<file path="src/rtl/i2s_sample_transmitter.sv">
// I2S transmitter: derives bclk/lrclk frame timing from clk and
// serialises one latched mono sample into both slots, MSB first.
module i2s_sample_transmitter #(
  parameter int CLK_DIV      = 16,
  parameter int SAMPLE_WIDTH = 18
) (
  input  logic                    clk,
  input  logic                    reset,
  input  logic                    enable,
  input  logic [SAMPLE_WIDTH-1:0] sample_in,
  output logic                    new_frame,
  output logic                    bclk,
  output logic                    lrclk,
  output logic                    sdata
);

  localparam int DW = (CLK_DIV > 1) ? $clog2(CLK_DIV) : 1;
  localparam logic [DW-1:0] DIV_MAX = DW'(CLK_DIV - 1);
  localparam logic [4:0] SW = 5'(SAMPLE_WIDTH);

  logic [DW-1:0]           div_cnt, div_nxt;
  logic [5:0]              bit_cnt, bit_nxt, bit_inc;
  logic [SAMPLE_WIDTH-1:0] shadow, shadow_nxt;
  logic                    bclk_nxt, lrclk_nxt;
  logic                    sdata_nxt, frame_nxt;
  logic                    tick, fall;
  logic [4:0]              p, idx;

  always_comb begin
    tick       = (div_cnt == DIV_MAX);
    fall       = tick && bclk;
    bit_inc    = bit_cnt + 6'd1;
    p          = bit_inc[4:0];
    idx        = SW - p;
    div_nxt    = tick ? '0 : div_cnt + DW'(1);
    bclk_nxt   = bclk ^ tick;
    bit_nxt    = bit_cnt;
    lrclk_nxt  = lrclk;
    sdata_nxt  = sdata;
    frame_nxt  = 1'b0;
    shadow_nxt = shadow;
    if (fall) begin
      bit_nxt   = bit_inc;
      lrclk_nxt = bit_inc[5];
      sdata_nxt = 1'b0;
      // p=0 is the I2S one-bit delay slot after lrclk moves
      if (p != 5'd0 && p <= SW)
        sdata_nxt = shadow[idx];
      if (bit_inc == 6'd0) begin
        frame_nxt  = 1'b1;
        shadow_nxt = sample_in;
      end
    end
  end

  always_ff @(posedge clk) begin
    if (reset || !enable) begin
      div_cnt   <= '0;
      bit_cnt   <= 6'd63;
      bclk      <= 1'b0;
      lrclk     <= 1'b0;
      sdata     <= 1'b0;
      new_frame <= 1'b0;
      shadow    <= '0;
    end else begin
      div_cnt   <= div_nxt;
      bit_cnt   <= bit_nxt;
      bclk      <= bclk_nxt;
      lrclk     <= lrclk_nxt;
      sdata     <= sdata_nxt;
      new_frame <= frame_nxt;
      shadow    <= shadow_nxt;
    end
  end

endmodule

</file>
<file path="config.mk">
export PLATFORM = sky130hd
export DESIGN_NAME = i2s_sample_transmitter
export DESIGN_NICKNAME = d
export VERILOG_FILES = /design/src/rtl/i2s_sample_transmitter.sv
export SDC_FILE = /design/constraint.sdc
export NUM_CORES = 1
export LEC_CHECK = 0
export BUFFER_PORTS_ARGS = -buffer_cell sky130_fd_sc_hd__buf_2
export CAP_MARGIN = 30
export CORE_ASPECT_RATIO = 0.6
export CORE_MARGIN = 10
export CORE_UTILIZATION = 50
export DETAILED_ROUTE_END_ITERATION = 7
export PLACE_DENSITY = 0.72
export SYNTH_ARGS = -nofsm -noshare
export SYNTH_HDL_FRONTEND = slang
export SYNTH_SLANG_ARGS = --single-unit
export TNS_END_PERCENT = 10
</file>
<file path="constraint.sdc">
create_clock -name clk -period 5.1 [get_ports clk]
set_input_delay 0.51 -clock clk [delete_from_list [all_inputs] [get_ports clk]]
set_output_delay 0.51 -clock clk [all_outputs]
set_load 0.01 [all_outputs]
</file>
After elaboration in Yosys (flattened, before gate mapping)
Index checks and enable logic that the tools add are counted.

cells by class
  add/sub/neg operators = 3
  order comparisons = 2
  eq/ne operators = 1
  multiplexer cells = 4
  bitwise gates (word level) = 2
  reduce and logical (&&, ||, !) cells = 9

operator list
  cell                                                   number
  adder 6 x 1 -> 6 bit, second input constant            1
  zero test 6 bit                                        1
  < comparator 5 x 6 -> 1 bit, second input constant     1
  binary-select mux 1 bit (select 5 bit)                 1
  less-or-equal comparator 5 bit, second input constant  1
  nonzero test 5 bit                                     1
  subtractor 5 bit, first input constant                 1
  adder 4 x 1 -> 4 bit, second input constant            1
  == test 4 bit, second input constant                   1
  OR reduction 2 bit                                     2
  2-to-1 mux 1 bit                                       3
  logical AND 1 bit                                      2
  AND reduction 2 bit                                    1
  zero test 1 bit                                        1
  logical OR 1 bit                                       1
  inverter 1 bit                                         1
  bitwise XOR 1 bit                                      1

word-level totals
  register bits = 32
  input port bits = 21
  output and inout port bits = 4
  logic and storage cells = 28

Logic depth before layout (Yosys ltp)
  depth after elaboration = 5
  mapped depth = 9
  depth with buffers taken out = 8

Worst setup path before layout
OpenSTA, ideal clock, no wires.

  kind = reg-to-reg
  start = register bit_cnt[0]
  end = register sdata
  setup time = 0.123 ns
  data arrival time = 2.126 ns
  data required time = 4.977 ns
  slack = 2.851 ns
  stages on the path, launching flop included = 9
  buffers on the path = 2
  period minus slack after synthesis = 2.249 ns
  cell sequence = dfxtp_1 > buf_4 > inv_1 > ha_1 > buf_2 > mux4_2 > mux2_2 > o211ai_1 > a21boi_1

between the ends
  longest elaborated chain between the ends = 5
  elaborated cells between the ends (all ways) = 8
  classes of those cells = add/sub: 2; order compare: 1; mux: 3; reduce/logical: 2

ends and longest elaborated chain
  element                                 RTL line  text
  start, declared                         22        logic [5:0] bit_cnt, bit_nxt, bit_inc;
  start signal, assigned                  67        bit_cnt <= bit_nxt;
  adder 6 x 1 -> 6 bit (*)                32        bit_inc = bit_cnt + 6'd1;
  named net bit_inc[0]                    22
  subtractor 5 bit                        34        idx = SW - p;
  binary-select mux 1 bit (select 5 bit)  48        sdata_nxt = shadow[idx];
  2-to-1 mux 1 bit (implied by the code)  48
  2-to-1 mux 1 bit (*)                    47        if (p != 5'd0 && p <= SW)
  end signal, assigned                    70        sdata <= sdata_nxt;
  end, declared                           14        output logic sdata

The timed path passes the listed nets; every way through them passes the cells marked *. The select of a mux whose other input is x is not followed.
A chain may end at the register's enable or synchronous reset.

Final worst setup path
Same ends and word-level chain as after synthesis.

==> results <==
- Across every metal layer, demand over resource in global routing totals 0.121.
- The core region is 0.00320 mm^2.
- The startpoint identified for the worst hold timing path is sample_in[14].
- The clock tree root driver cell is sky130_fd_sc_hd__clkbuf_8.
- In this run the power density over the cells is between 200 and 250 mW/mm^2.
- The number of nets produced by synthesis is 193.
- In this run the worst path has a maximum fanout of 18.
- From bottom edge to top edge, the die measures 64.4 um.
- At the pin with the least slew margin, the transition time is 0.905 ns.
- The final cell count without fillers is 233.
- After detailed routing, the number of vias per cell comes to 5.28.
- The final-stage net count is 214.
- TritonCTS built the clock tree.
- The kind of end point of the critical path is a flop.
- The worst endpoint data arrival time is 2.79 ns.
- The total overflow left after global routing is 0.
- The CTS sink count is 32.
- Clock skew on the completed layout was measured at 0.00415 ns.
- The critical path in this run is classified as flop to flop.
- The effective utilization at floorplan is 0.513.
- The leading cell type in the layout, fill and taps excluded is sky130_fd_sc_hd__dfxtp_1.
- The buffer count from post-CTS setup fixing is 0.
- The number of iterations in the first detailed-routing pass is 4.
- The number of flip-flops and latches in the synthesized netlist is 32.
- The max-slew violation count was 0.
- The count of endpoints failing hold in the final timing report came to 0.
- The pre-CTS setup slack is 2.48 ns.
- Clock-pin slew was measured on the worst setup and hold paths at 0.07 ns.
- Once detailed placement completed, the half-perimeter wirelength came to 2440 um.
- The initial antenna violation count is 0.
- The post-detailed-routing wire length is 3300 um.
- The floorplan step defined a die boundary enclosing 0.00605 mm^2.
- The cell with the largest stage delay on the worst path is sky130_fd_sc_hd__dfxtp_1.
- The later pin in the worst-skew pair is clocked with a latency of 0.29 ns.
- Yosys mapped the design onto between 40 and 50 distinct sky130hd cell types.
- The number of enable-type register cells in the synthesized netlist is 0.
- The number of I/O pins is 25.
- Setup repair after global routing left no endpoint under its margin.
- The Yosys warning count is 0.
- The instance count after placement with tap cells included is 225.
- Once the clock tree was built, the resizer swapped 0 gates to a different size.
- The worst-case clock buffer depth is 2.
- The synthesized instance count is between 150 and 200.
- TritonCTS created 5 clock buffers.
- The share of the clock period used by the worst path is 0.510.
- The share of flip-flops with an asynchronous set or reset after synthesis is 0.
- In the final layout, the share of cells above drive strength 1 is 0.213.
- The via count of the first global-routing pass is 1,277.
- After synthesis, the largest family of logic cells by area is multiplexers.
- The H-tree was split into 2 levels.
- The final sum of negative setup slack is 0 ns.
- The longest individual stage delay on the worst path is 0.73 ns.
- The worst endpoint required time is approximately 5.3 ns.
- Power comes to between 400 and 500 uW.
- The via count of the routed design is 1,230.
- After detailed routing, the average wire length per cell comes to 14.2 um.
- The placed instance area is about 0.0018 mm^2.
- The per-instance average area after synthesis is roughly 9.9 um^2.
- In this run the worst hold path is classified as primary input to flop.
- The mux share of post-synthesis cell area is 0.177.
- The final weighted congestion in routability-driven placement is 0.841.
- The sequential fraction of the synthesis area is 0.390.
- Based on the critical path, the design can be clocked at up to approximately 380 MHz.
- Summing every instance area after synthesis gives 0.00164 mm^2.
- The flow ran to the end, and the final reports show no timing, DRC or antenna violations.
- Of the total synthesized cell area, the portion taken by full adders, half adders and majority gates is 0.0457.
- The remaining antenna violation count is 0.
- The remaining design rule violation count is 0.
- The final instance area is 0.00185 mm^2.
- The startpoint kind of the worst setup timing path is a flop.
- The worst hold path was traced through 3 stages.
- The critical path launch point is bit_cnt[0]$_SDFFE_PP1P_.
- The cell row count is 16.
- Of the total synthesized cell area, the portion taken by AND, OR, NAND and NOR gates is 0.169.
- The first-iteration detailed-routing DRC count is a little over 50.
- The worst pin sits at a relative slew slack of 0.397.
- The library cells used most frequently in the layout, excluding fill and tap cells, are sky130_fd_sc_hd__dfxtp_1, sky130_fd_sc_hd__buf_2, sky130_fd_sc_hd__nor2_1, sky130_fd_sc_hd__mux2i_1, sky130_fd_sc_hd__nand2_1.
- The post-synthesis compound-gate area fraction is 0.113.
- Buffers placed on the I/O ports in this run total 24.
- The number of antenna diodes in the final layout is 0.
- The depth of the worst register-to-register path is 6.
- The die is approximately 94 um wide.
- The area growth from synthesis to layout is 12.4%.
- Entering global routing, the biggest net connects 24 pins.
- The first global-routing pass estimated 5890 um of wire.
- The worst path meets setup with 2.50 ns of slack.
- Across the run, the number of max-cap violations was 0.
- The worst IR drop on VDD is 166 uV.
- Walking the worst path, the cells encountered are inv_1 -> ha_1 -> mux4_2 -> mux2_2 -> o211ai_1 -> a21boi_1.
- The cell leakage power is approximately 0.00071 uW.
- The most used flip-flop cell after synthesis is sky130_fd_sc_hd__dfxtp_1.
- Setup violations remaining at the end of the flow were counted as 0.
- Of the total synthesized cell area, the portion taken by XOR and XNOR cells is 0.0564.
- The number of hold buffers added after cts is 0.
- Subtracting the final worst setup slack from the clock period gives 2.60 ns.
- The worst register-to-register path begins at bit_cnt[0]$_SDFFE_PP1P_.
-- path summary, 6_finish.rpt --
path,end,slack (ns)
min,shadow[14]$_SDFFE_PP0P_,0.45
max reg2reg,sdata$_SDFFE_PP0P_,2.50
min reg2reg,div_cnt[0]$_SDFF_PP0_,0.47
max,sdata$_SDFFE_PP0P_,2.50
-- stage by stage --
stage | hold WS (ns) | util
floorplan | 0.418 | -
global placement | 0.425 | 0.549
detailed placement | 0.454 | 0.549
CTS | 0.446 | 0.577
global route | 0.454 | 0.577
finish | 0.445 | 0.577
-- report_power, final --
part | internal (uW) | switching (uW) | leakage (uW)
sequential | 251 | 0.541 | 0.000258
clock | 94.9 | 101 | 0.0000479
combinational | 6.64 | 6.65 | 0.000409
-- synthesized netlist by cell type (3+ instances only) --
cell | number | area, um^2
sky130_fd_sc_hd__mux2i_1 | 19 | 190
sky130_fd_sc_hd__nor2b_1 | 3 | 18.8
sky130_fd_sc_hd__ha_1 | 6 | 75.1
sky130_fd_sc_hd__nand2_1 | 8 | 30.0
sky130_fd_sc_hd__dfxtp_1 | 32 | 641
sky130_fd_sc_hd__a21oi_1 | 4 | 20.0
sky130_fd_sc_hd__and3_1 | 3 | 18.8
sky130_fd_sc_hd__nor3_1 | 4 | 20.0
sky130_fd_sc_hd__mux4_2 | 4 | 90.1
sky130_fd_sc_hd__inv_1 | 5 | 18.8
sky130_fd_sc_hd__o21ai_0 | 3 | 15.0
sky130_fd_sc_hd__a211oi_1 | 4 | 30.0
sky130_fd_sc_hd__buf_2 | 3 | 15.0
sky130_fd_sc_hd__nand3_1 | 4 | 20.0
sky130_fd_sc_hd__clkbuf_1 | 3 | 11.3
sky130_fd_sc_hd__xnor2_1 | 6 | 52.6
sky130_fd_sc_hd__nor2_1 | 23 | 86.3
-- sequential cells by signal (all words and copies together), names as in the netlist --
register,flops
sdata,1
div_cnt,4
bit_cnt,6
bclk,1
shadow,18
new_frame,1
lrclk,1
-- metal layers --
layer	global-route usage	wire, um	up-vias
li1	-	-	627
met1	0.148	1640	571
met2	0.183	1420	23
met3	0.0455	171	9
met4	0.0566	71	0
met5	0	0	-
-- cell type report --
cell class                      count  area (um^2)
Inverter                            5         18.8
Fill cell                         291         1360
Clock buffer                        5         68.8
Timing Repair Buffer               24          120
Multi-Input combinational cell    119          923
Clock inverter                      3         18.8
Sequential cell                    32          641
Tap cell                           45         56.3
-- worst max-delay path, delay by kind of cell (launching register included) --
kind,cells,cell delay [ns]
multiplexers,2,0.82
flip-flops,1,0.73
adder cells (fa/ha/maj),1,0.54
AO/OA/AOI/OAI,2,0.24
buffers and inverters,1,0.17
-- cells by family after synthesis --
group,after synthesis
AOI/OAI and AO/OA,24
xor gates and xnor gates,9
adders and majority gates,6
buffers and inverters,15
DFF,32
muxes,24
and+or+nand+nor,56
Power figures use the tool's default switching activity.
